===== src/rtl/fifo_port_reader.sv =====
// Output-port read engine: fetches one packet entry from the shared FIFO memory
// byte by byte and streams it onto a valid/ready link, then releases the entry.
module fifo_port_reader #(
  parameter int DEPTH     = 3,
  parameter int WIDTH     = 11,
  parameter int UWIDTH    = 8,
  parameter int PTR_SZ    = 2,
  parameter int PTR_IN_SZ = 4
) (
  input  logic                 clk,
  input  logic                 rst_n,
  input  logic                 pkt_valid,
  input  logic [PTR_SZ-1:0]    pkt_ptr,
  output logic                 pkt_ready,
  output logic                 read_en,
  output logic [PTR_SZ-1:0]    raddr,
  output logic [PTR_IN_SZ-1:0] raddr_in,
  input  logic [UWIDTH-1:0]    rdata,
  output logic                 out_valid,
  output logic [UWIDTH-1:0]    out_data,
  output logic                 out_last,
  input  logic                 out_ready,
  output logic                 done,
  output logic [PTR_SZ-1:0]    done_ptr,
  output logic                 err
);

  localparam int LW = PTR_IN_SZ + 1;

  localparam logic [2:0] S_IDLE   = 3'd0;
  localparam logic [2:0] S_HDR    = 3'd1;
  localparam logic [2:0] S_STREAM = 3'd2;
  localparam logic [2:0] S_DRAIN  = 3'd3;
  localparam logic [2:0] S_DROP   = 3'd4;

  // Header length field encodes (bytes - 1); one extra bit keeps 2**PTR_IN_SZ from wrapping.
  function automatic logic [LW-1:0] sat_len(input logic [LW-1:0] raw);
    if (raw > LW'(WIDTH)) return LW'(WIDTH);
    return raw;
  endfunction

  logic [2:0]           state_q, state_d;
  logic [PTR_SZ-1:0]    ptr_q, ptr_d;
  logic [PTR_IN_SZ-1:0] idx_q, idx_d;
  logic [LW-1:0]        len_q, len_d;
  logic                 out_valid_q, out_valid_d;
  logic [UWIDTH-1:0]    out_data_q, out_data_d;
  logic                 out_last_q, out_last_d;
  logic                 done_q, done_d;
  logic [PTR_SZ-1:0]    done_ptr_q, done_ptr_d;
  logic                 err_q, err_d;

  logic                 ld;
  logic                 is_last;
  logic [LW-1:0]        raw_len;
  logic [LW-1:0]        hdr_len;

  assign ld      = !out_valid_q || out_ready;
  assign is_last = ({1'b0, idx_q} == (len_q - LW'(1)));
  assign raw_len = {1'b0, rdata[PTR_IN_SZ-1:0]} + LW'(1);
  assign hdr_len = sat_len(raw_len);

  always_comb begin
    state_d     = state_q;
    ptr_d       = ptr_q;
    idx_d       = idx_q;
    len_d       = len_q;
    out_valid_d = out_valid_q;
    out_data_d  = out_data_q;
    out_last_d  = out_last_q;
    done_d      = 1'b0;
    done_ptr_d  = done_ptr_q;
    err_d       = 1'b0;
    read_en     = 1'b0;
    raddr_in    = '0;
    case (state_q)
      S_IDLE: begin
        if (pkt_valid) begin
          ptr_d   = pkt_ptr;
          state_d = (int'(pkt_ptr) >= DEPTH) ? S_DROP : S_HDR;
        end
      end
      S_DROP: begin
        done_d     = 1'b1;
        done_ptr_d = ptr_q;
        err_d      = 1'b1;
        state_d    = S_IDLE;
      end
      S_HDR: begin
        read_en     = 1'b1;
        len_d       = hdr_len;
        err_d       = (raw_len > LW'(WIDTH));
        out_data_d  = rdata;
        out_valid_d = 1'b1;
        idx_d       = PTR_IN_SZ'(1);
        if (hdr_len == LW'(1)) begin
          out_last_d = 1'b1;
          state_d    = S_DRAIN;
        end else begin
          out_last_d = 1'b0;
          state_d    = S_STREAM;
        end
      end
      S_STREAM: begin
        // A stalled byte keeps the memory idle so out_data holds its value.
        if (ld) begin
          read_en     = 1'b1;
          raddr_in    = idx_q;
          out_data_d  = rdata;
          out_valid_d = 1'b1;
          out_last_d  = is_last;
          idx_d       = idx_q + PTR_IN_SZ'(1);
          if (is_last) state_d = S_DRAIN;
        end
      end
      S_DRAIN: begin
        if (out_valid_q && out_ready) begin
          out_valid_d = 1'b0;
          out_last_d  = 1'b0;
          done_d      = 1'b1;
          done_ptr_d  = ptr_q;
          state_d     = S_IDLE;
        end
      end
      default: state_d = S_IDLE;
    endcase
  end

  always_ff @(posedge clk or negedge rst_n) begin
    if (!rst_n) begin
      state_q     <= S_IDLE;
      ptr_q       <= '0;
      idx_q       <= '0;
      len_q       <= '0;
      out_valid_q <= 1'b0;
      out_data_q  <= '0;
      out_last_q  <= 1'b0;
      done_q      <= 1'b0;
      done_ptr_q  <= '0;
      err_q       <= 1'b0;
    end else begin
      state_q     <= state_d;
      ptr_q       <= ptr_d;
      idx_q       <= idx_d;
      len_q       <= len_d;
      out_valid_q <= out_valid_d;
      out_data_q  <= out_data_d;
      out_last_q  <= out_last_d;
      done_q      <= done_d;
      done_ptr_q  <= done_ptr_d;
      err_q       <= err_d;
    end
  end

  assign pkt_ready = (state_q == S_IDLE);
  assign raddr     = ptr_q;
  assign out_valid = out_valid_q;
  assign out_data  = out_data_q;
  assign out_last  = out_last_q;
  assign done      = done_q;
  assign done_ptr  = done_ptr_q;
  assign err       = err_q;

endmodule


===== config.mk =====
export PLATFORM = sky130hd
export DESIGN_NAME = fifo_port_reader
export DESIGN_NICKNAME = d
export VERILOG_FILES = /design/src/rtl/fifo_port_reader.sv
export SDC_FILE = /design/constraint.sdc
export NUM_CORES = 1
export LEC_CHECK = 0
export ABC_AREA = 0
export CAP_MARGIN = 20
export CORE_ASPECT_RATIO = 1.2
export CORE_MARGIN = 4
export CORE_UTILIZATION = 49
export CTS_BUF_LIST = sky130_fd_sc_hd__clkbuf_16
export CTS_CLUSTER_DIAMETER = 60
export CTS_CLUSTER_SIZE = 28
export DETAILED_ROUTE_END_ITERATION = 8
export GPL_ROUTABILITY_DRIVEN = 0
export PLACE_DENSITY = 0.75
export REMOVE_ABC_BUFFERS = 1
export SYNTH_ARGS = -nofsm -noshare
export SYNTH_HDL_FRONTEND = slang
export SYNTH_SLANG_ARGS = --single-unit
export TNS_END_PERCENT = 10

===== constraint.sdc =====
create_clock -name clk -period 2 [get_ports clk]
set_input_delay 0.3 -clock clk [delete_from_list [all_inputs] [get_ports clk]]
set_output_delay 0.3 -clock clk [all_outputs]
set_load 0.01 [all_outputs]

==> results of run 1 <==
[worst max-delay path, stage by stage, from the launching register on]
cell	delay (ns)
dfrtp_2	0.45
buf_6	0.14
nor3_2	0.21
clkdlybuf4s50_1	0.57
[layout make-up]
type                    count  area, µm²  area share [%]
multi-input cells         103      789.5           35.93
flip-flops and latches     28      703.2           32.00
repair buffers             58      525.5           23.92
clock buffers               3      75.07           3.417
well taps                  36      45.04           2.050
clock inverters             1      30.03           1.367
inverters                   7      28.78           1.310
[state kept, by name, indices dropped and copies added (netlist names)]
name,count
len_q,5
out_valid,1
done_ptr,2
err,1
idx_q,4
out_data,8
out_last,1
raddr,2
state_q,3
done,1
[cell usage after synthesis (2+ instances only)]
cell and n:
o21ai_0 4, o211ai_1 2, mux2_1 2, mux2_2 5, nor3_1 2, a21oi_1 6, ha_1 4, o311ai_1 2
a31o_2 2, dfrtp_1 28, buf_2 3, o21a_1 4, nor2_1 11, xnor2_1 3, nand2_1 11, nor2b_1 5
buf_6 2, and3_1 3, nand2b_1 3, mux2_4 4, xor2_1 5, inv_1 6, a21boi_0 2, a31oi_1 2
nand4_1 2
[timing repair]
action,4_1_cts,5_1_grt
pin swaps,2,2
buffers inserted,3,2
cloned,0,1
gates resized for setup,7,5
endpoints found under the setup margin,5,2
[report_power, final]
| group | switching, µW | leakage, µW | internal [µW] |
|---|---|---|---|
| registers | 223 | 0.000336 | 810 |
| clock network | 193 | 0.0000511 | 399 |
| logic | 720 | 0.000625 | 1010 |
[kinds of logic after synthesis]
kind of cell    Yosys count
compound gates           31
xor+xnor                  8
fa+ha+maj                 4
buf+inv                  13
flops                    28
mux                      11
simple gates             49
[through the flow]
| step | instance area [µm²] | setup TNS [ns] |
|---|---|---|
| finish | 2197 | 0 |
| CTS | 2165 | -0.1004 |
| floorplan | 1505 | 0 |
| global route | 2197 | 0 |
| global placement | 2028 | -0.4584 |
| detailed placement | 2028 | -0.6020 |
[worst max-delay path by stage]
stage / slack (ns) / to / from
after floorplan: 0.22 / out_data[4]$_DFFE_PN0P_ / state_q[0]$_DFFE_PN0P_
after global placement: -0.14 / raddr_in[0] / out_ready
after detailed placement: -0.18 / raddr_in[0] / out_ready
after CTS: -0.10 / read_en / state_q[2]$_DFFE_PN0P_
after global routing: 0.02 / pkt_ready / state_q[0]$_DFFE_PN0P_
final: 0.07 / pkt_ready / state_q[0]$_DFFE_PN0P_
[per-layer routing]
metal / part of all wire, % / up-vias / wire length [µm] / global-route usage, %
met5: 0 / - / 0 / 0
met4: 1.9 / 0 / 65 / 7.809
met3: 4.4 / 7 / 153 / 3.538
met2: 50 / 30 / 1737 / 30.26
met1: 44 / 614 / 1506 / 23.88
li1: - / 628 / - / -
==> qor.yml, run 1 <==
outcome:
  status: "completed"
timing:
  fin_hold_ws_ns: 0.4068
  slew_headroom_pct: 69.64
  fin_skew_ns: 0.002857
  fmax_ghz: 0.5187
  worstMarginPinSlew_ns: 0.4483
  setup_slack_ns: 0.07211
  fin_crit_ns: 1.928
  hold_viol: 0
  slew_viol_final: 0
  setup_viol: 0
  rsz0062_at_grt: "false"
  finalCritPeriodShare_pct: 96.39
placement:
  dp_worst_setup_slack_ns: -0.1768
  dp_hpwl_mm: 2.532
  io_buffer_count: 35
  dpl.cell_count: 226
synth:
  synth_edf_count: 0
  async_flop_share_pct: 100.0
  yosys_most_used_dff: "dfrtp_1"
  synth_cell_type_count: 46
  synth_mux_area_share_pct: 8.959
  synth_top_area_share_pct: 45.20
  seq_area_frac_synth_pct: 45.20
  synth_xor_area_share_pct: 4.520
  syn_area_um2: 1550
  avgSynthCellArea_um2: 10.77
  yosysTopAreaCell: "dfrtp_1"
  yosys.area_share.simple_pct: 18.81
  synth_compound_area_share_pct: 14.53
  synth_top_family_by_area: "simple AND/OR/NAND/NOR gates"
  synth_warnings: 0
  synth.area.top_cells: "dfrtp_1 45%, mux2_4 3.9%, mux2_2 3.6%"
  yosys_register_bits: 28
  synth_cells: 144
  synth-adder-area-share_pct: 3.228
power_and_ir_drop:
  vdd_drop_max_uv: 976.5
  powerDensity_nw_per_um2: 1527
  total_power_uw: 3354
  leakage_uw: 0.001012
floorplanning:
  rows: 22
  die_area_um2: 4131
  initial_utilization_pct: 50.74
  core_area_um2: 3055
  die_h_um: 69.62
  io_pins: 36
  dieWidth_um: 59.35
clock_tree:
  clockBufferDepth: 2
  hold_buffers: 0
  h-tree-depth: 1
  cts_tree: "yes"
  cts_buffers: 3
  clock-sinks: 28
  clk_pin_slew_worst_paths_ns: 0.07
  cts-root-buf: "clkbuf_16"
  clock_latency_ns: 0.26
worst_setup_path:
  cp-start-kind: "register"
  r2r_slack_ns: 0.29
  worst_r2r_endpoint: "state_q[0]$_DFFE_PN0P_"
  rr_worst_depth: 6
  cp.required_ns: 1.70
  worstPathArrival_ns: 1.63
  cp-end-kind: "primary output"
  worstSetupPathType: "register to primary output"
  critical_path.max_fanout: 5
  r2r_start: "len_q[0]$_DFFE_PN0P_"
detailed_routing:
  vias: 1279
  drtIter0Drc: 25
  vias_per_cell: 5.419
  drt-pass1-iter-count: 4
  drc_errors: 0
  routedWlPerCell_um: 14.67
  ant_nets: 0
  drt-total-wl_mm: 3.462
cells_and_area:
  mostFrequentLayoutCells: "30 x clkdlybuf4s50_1, 26 x dfrtp_1, 20 x buf_4"
  fin_util_pct: 71.91
  fillCellCount: 229
  layout_commonest_cell: "clkdlybuf4s50_1"
  area_growth_pct: 41.73
  diodes: 0
  layout.nets: 219
  drive_gt1_share_pct: 24.00
  layoutNonFillerInstCount: 236
global_route:
  grt-ovfl-total: 0
  grt_first_pass_wirelength_mm: 6.154
  grt_use_total_pct: 18.75
  antenna_found_initial: 0
  grt_pass1_vias: 1382
  grt_max_degree: 29
flow_run:
  cap_violations: 0
hold_path:
  min_path_type: "primary input to async pin"
Power figures use the tool's default switching activity.
==> run 2, diff against run 1 <==
Settings changed: REMOVE_ABC_BUFFERS 1 to not set.
==> run 2 against run 1 <==
Against the previous run:
- hold slack better by 0.0033 ns
- fmax up 3.3%
- clock skew rose by 0.0034 ns
- global-route usage down 0.17 points
- total power decreased by 2.4%
- combinational power fell by 5%
- largest power group unchanged
- non-clock buffer count shrank 5
- via count decreased by 1.3%
- count of clock-buffer cells in the layout unchanged
- sequential cell count is the same
- register-to-register slack better by 0.09 ns
==> qor.yml, run 2 (synthesized netlist as in run 1, its figures left out) <==
floorplanning:
  die_h_um: 69.62  # unchanged
  die_area_um2: 4131  # unchanged
  rows: 22  # unchanged
  dieWidth_um: 59.35  # unchanged
  core_area_um2: 3055  # unchanged
  initial_utilization_pct: 50.74  # unchanged
  io_pins: 36  # unchanged
timing:
  fin_crit_ns: 1.867  # -0.06070 ns
  setup_viol: 0  # unchanged
  fmax_ghz: 0.5356  # +3.3%
  fin_skew_ns: 0.006230  # +0.003373 ns
  rsz0062_at_grt: "false"
  slew_headroom_pct: 69.70  # about the same
  hold_viol: 0  # unchanged
  finalCritPeriodShare_pct: 93.36  # -3.0 points
  slew_viol_final: 0  # unchanged
  worstMarginPinSlew_ns: 0.4475  # -0.0007774 ns
worst_setup_path:
  cp-end-kind: "primary output"
  cp-start-kind: "primary input"
  worstSetupPathType: "primary input to primary output"
  cp.required_ns: 1.70  # about the same
  critical_path.max_fanout: 6  # +1
  worstPathArrival_ns: 1.57  # -0.06 ns
detailed_routing:
  routedWlPerCell_um: 15.09  # +2.9%
  drc_errors: 0  # unchanged
  drt-pass1-iter-count: 4  # unchanged
  ant_nets: 0  # unchanged
  vias_per_cell: 5.463  # +0.81%
  vias: 1262  # -1.3%
  drt-total-wl_mm: 3.486  # +0.69%
  drtIter0Drc: 57  # +130%
cells_and_area:
  mostFrequentLayoutCells: "29 x clkdlybuf4s50_1, 26 x dfrtp_1, 17 x buf_4"
  fin_util_pct: 70.35  # -1.6 points
  diodes: 0  # unchanged
  drive_gt1_share_pct: 21.54  # -2.5 points
  layout_commonest_cell: "clkdlybuf4s50_1"
  largest_reg_flops: 8  # unchanged
  layout.nets: 214  # -2.3%
  area_growth_pct: 38.66
  layoutNonFillerInstCount: 231  # -2.1%
clock_tree:
  cts-root-buf: "clkbuf_16"
  h-tree-depth: 1  # unchanged
  cts_tree: "yes"
  clock_latency_ns: 0.27  # about the same
  clk_pin_slew_worst_paths_ns: 0.07  # about the same
  clock-sinks: 28  # unchanged
  clockBufferDepth: 2  # unchanged
  cts_buffers: 3  # unchanged
placement:
  io_buffer_count: 35  # unchanged
  dp_hpwl_mm: 2.613  # +3.2%
  dpl.cell_count: 227  # +0.44%
flow_run:
  cap_violations: 0  # unchanged
global_route:
  grt_first_pass_wirelength_mm: 5.975  # -2.9%
  grt-ovfl-total: 0  # unchanged
  antenna_found_initial: 0  # unchanged
  grt_max_degree: 29  # unchanged
  grt_pass1_vias: 1318  # -4.6%
  grt_use_total_pct: 18.59  # -0.17 points
power_and_ir_drop:
  leakage_uw: 0.0009870  # -2.4%
  vdd_drop_max_uv: 863.0  # -12%
  powerDensity_nw_per_um2: 1523  # -0.26%
hold_path:
  min_path_type: "primary input to async pin"
outcome:
  status: "completed"
synth:
  synth_fp_nets: 162
-- run 2: per-stage QoR --
| step | setup TNS [ns] | hold slack, ns | total power (µW) | instance area (µm²) | worst slack (ns) |
|---|---|---|---|---|---|
| 3_5_place_dp | -0.2588 | 0.4844 | 2686 | 2036 | -0.05888 |
| 2_1_floorplan | 0 | 0.004409 | 1942 | 1550 | 0.3492 |
| 4_1_cts | 0 | 0.4276 | 3301 | 2147 | 0.04342 |
| 5_1_grt | 0 | 0.4540 | 3480 | 2150 | 0.07517 |
| 3_3_place_gp | -0.1472 | 0.4793 | 2620 | 2036 | -0.03493 |
| 6_report | 0 | 0.4101 | 3273 | 2150 | 0.1328 |
-- run 2: power by group --
group	internal [µW]	switching (µW)	leakage [µW]	total, µW
Clock	399	199	0.0000511	598
Combinational	942	704	0.000600	1650
Sequential	810	219	0.000336	1030
Total	2150	1120	0.000987	3270
-- run 2: cell type report --
type                            count  area, µm²
Tap cell                           36      45.04
Inverter                            7      28.78
Multi-Input combinational cell    103      782.0
Clock buffer                        3      75.07
Fill cell                         230      905.9
Timing Repair Buffer               53      485.5
Sequential cell                    28      703.2
Clock inverter                      1      30.03
-- run 2: metal layers --
metal  track usage (%)  routed length (µm)  share of wire (%)
met1             22.90                1442                 41
met2             30.26                1788                 51
met3             4.097                 195                5.6
met4             8.060                  59                1.7
met5                 0                   0                  0
-- run 2: final timing paths --
kind / cells past startpoint / endpoint / startpoint / slack [ns]
max: 6 / read_en / out_ready / 0.13
min: 2 / done$_DFF_PN0_ / rst_n / 0.41
max reg2reg: 6 / state_q[0]$_DFFE_PN0P_ / len_q[0]$_DFFE_PN0P_ / 0.38
min reg2reg: 2 / out_data[0]$_DFFE_PN0P_ / out_data[0]$_DFFE_PN0P_ / 0.50
max in group asynchronous: 2 / state_q[1]$_DFFE_PN0P_ / rst_n / 1.30
min in group clk: 2 / out_data[0]$_DFFE_PN0P_ / out_data[0]$_DFFE_PN0P_ / 0.50
-- run 2: what timing repair did --
action / 4_1_cts / 5_1_grt
setup buffers: 0 / 0
hold buffers: 0 / 0
setup endpoints to repair: 4 / 1
gates resized for setup: 9 / 1
-- run 2: worst max-delay path, cell delays in order --
cell             delay, ns
clkdlybuf4s50_1       0.42
nand2b_1              0.18
buf_4                 0.17
a21oi_4               0.16
inv_4                 0.05
dlygate4sd2_1         0.28
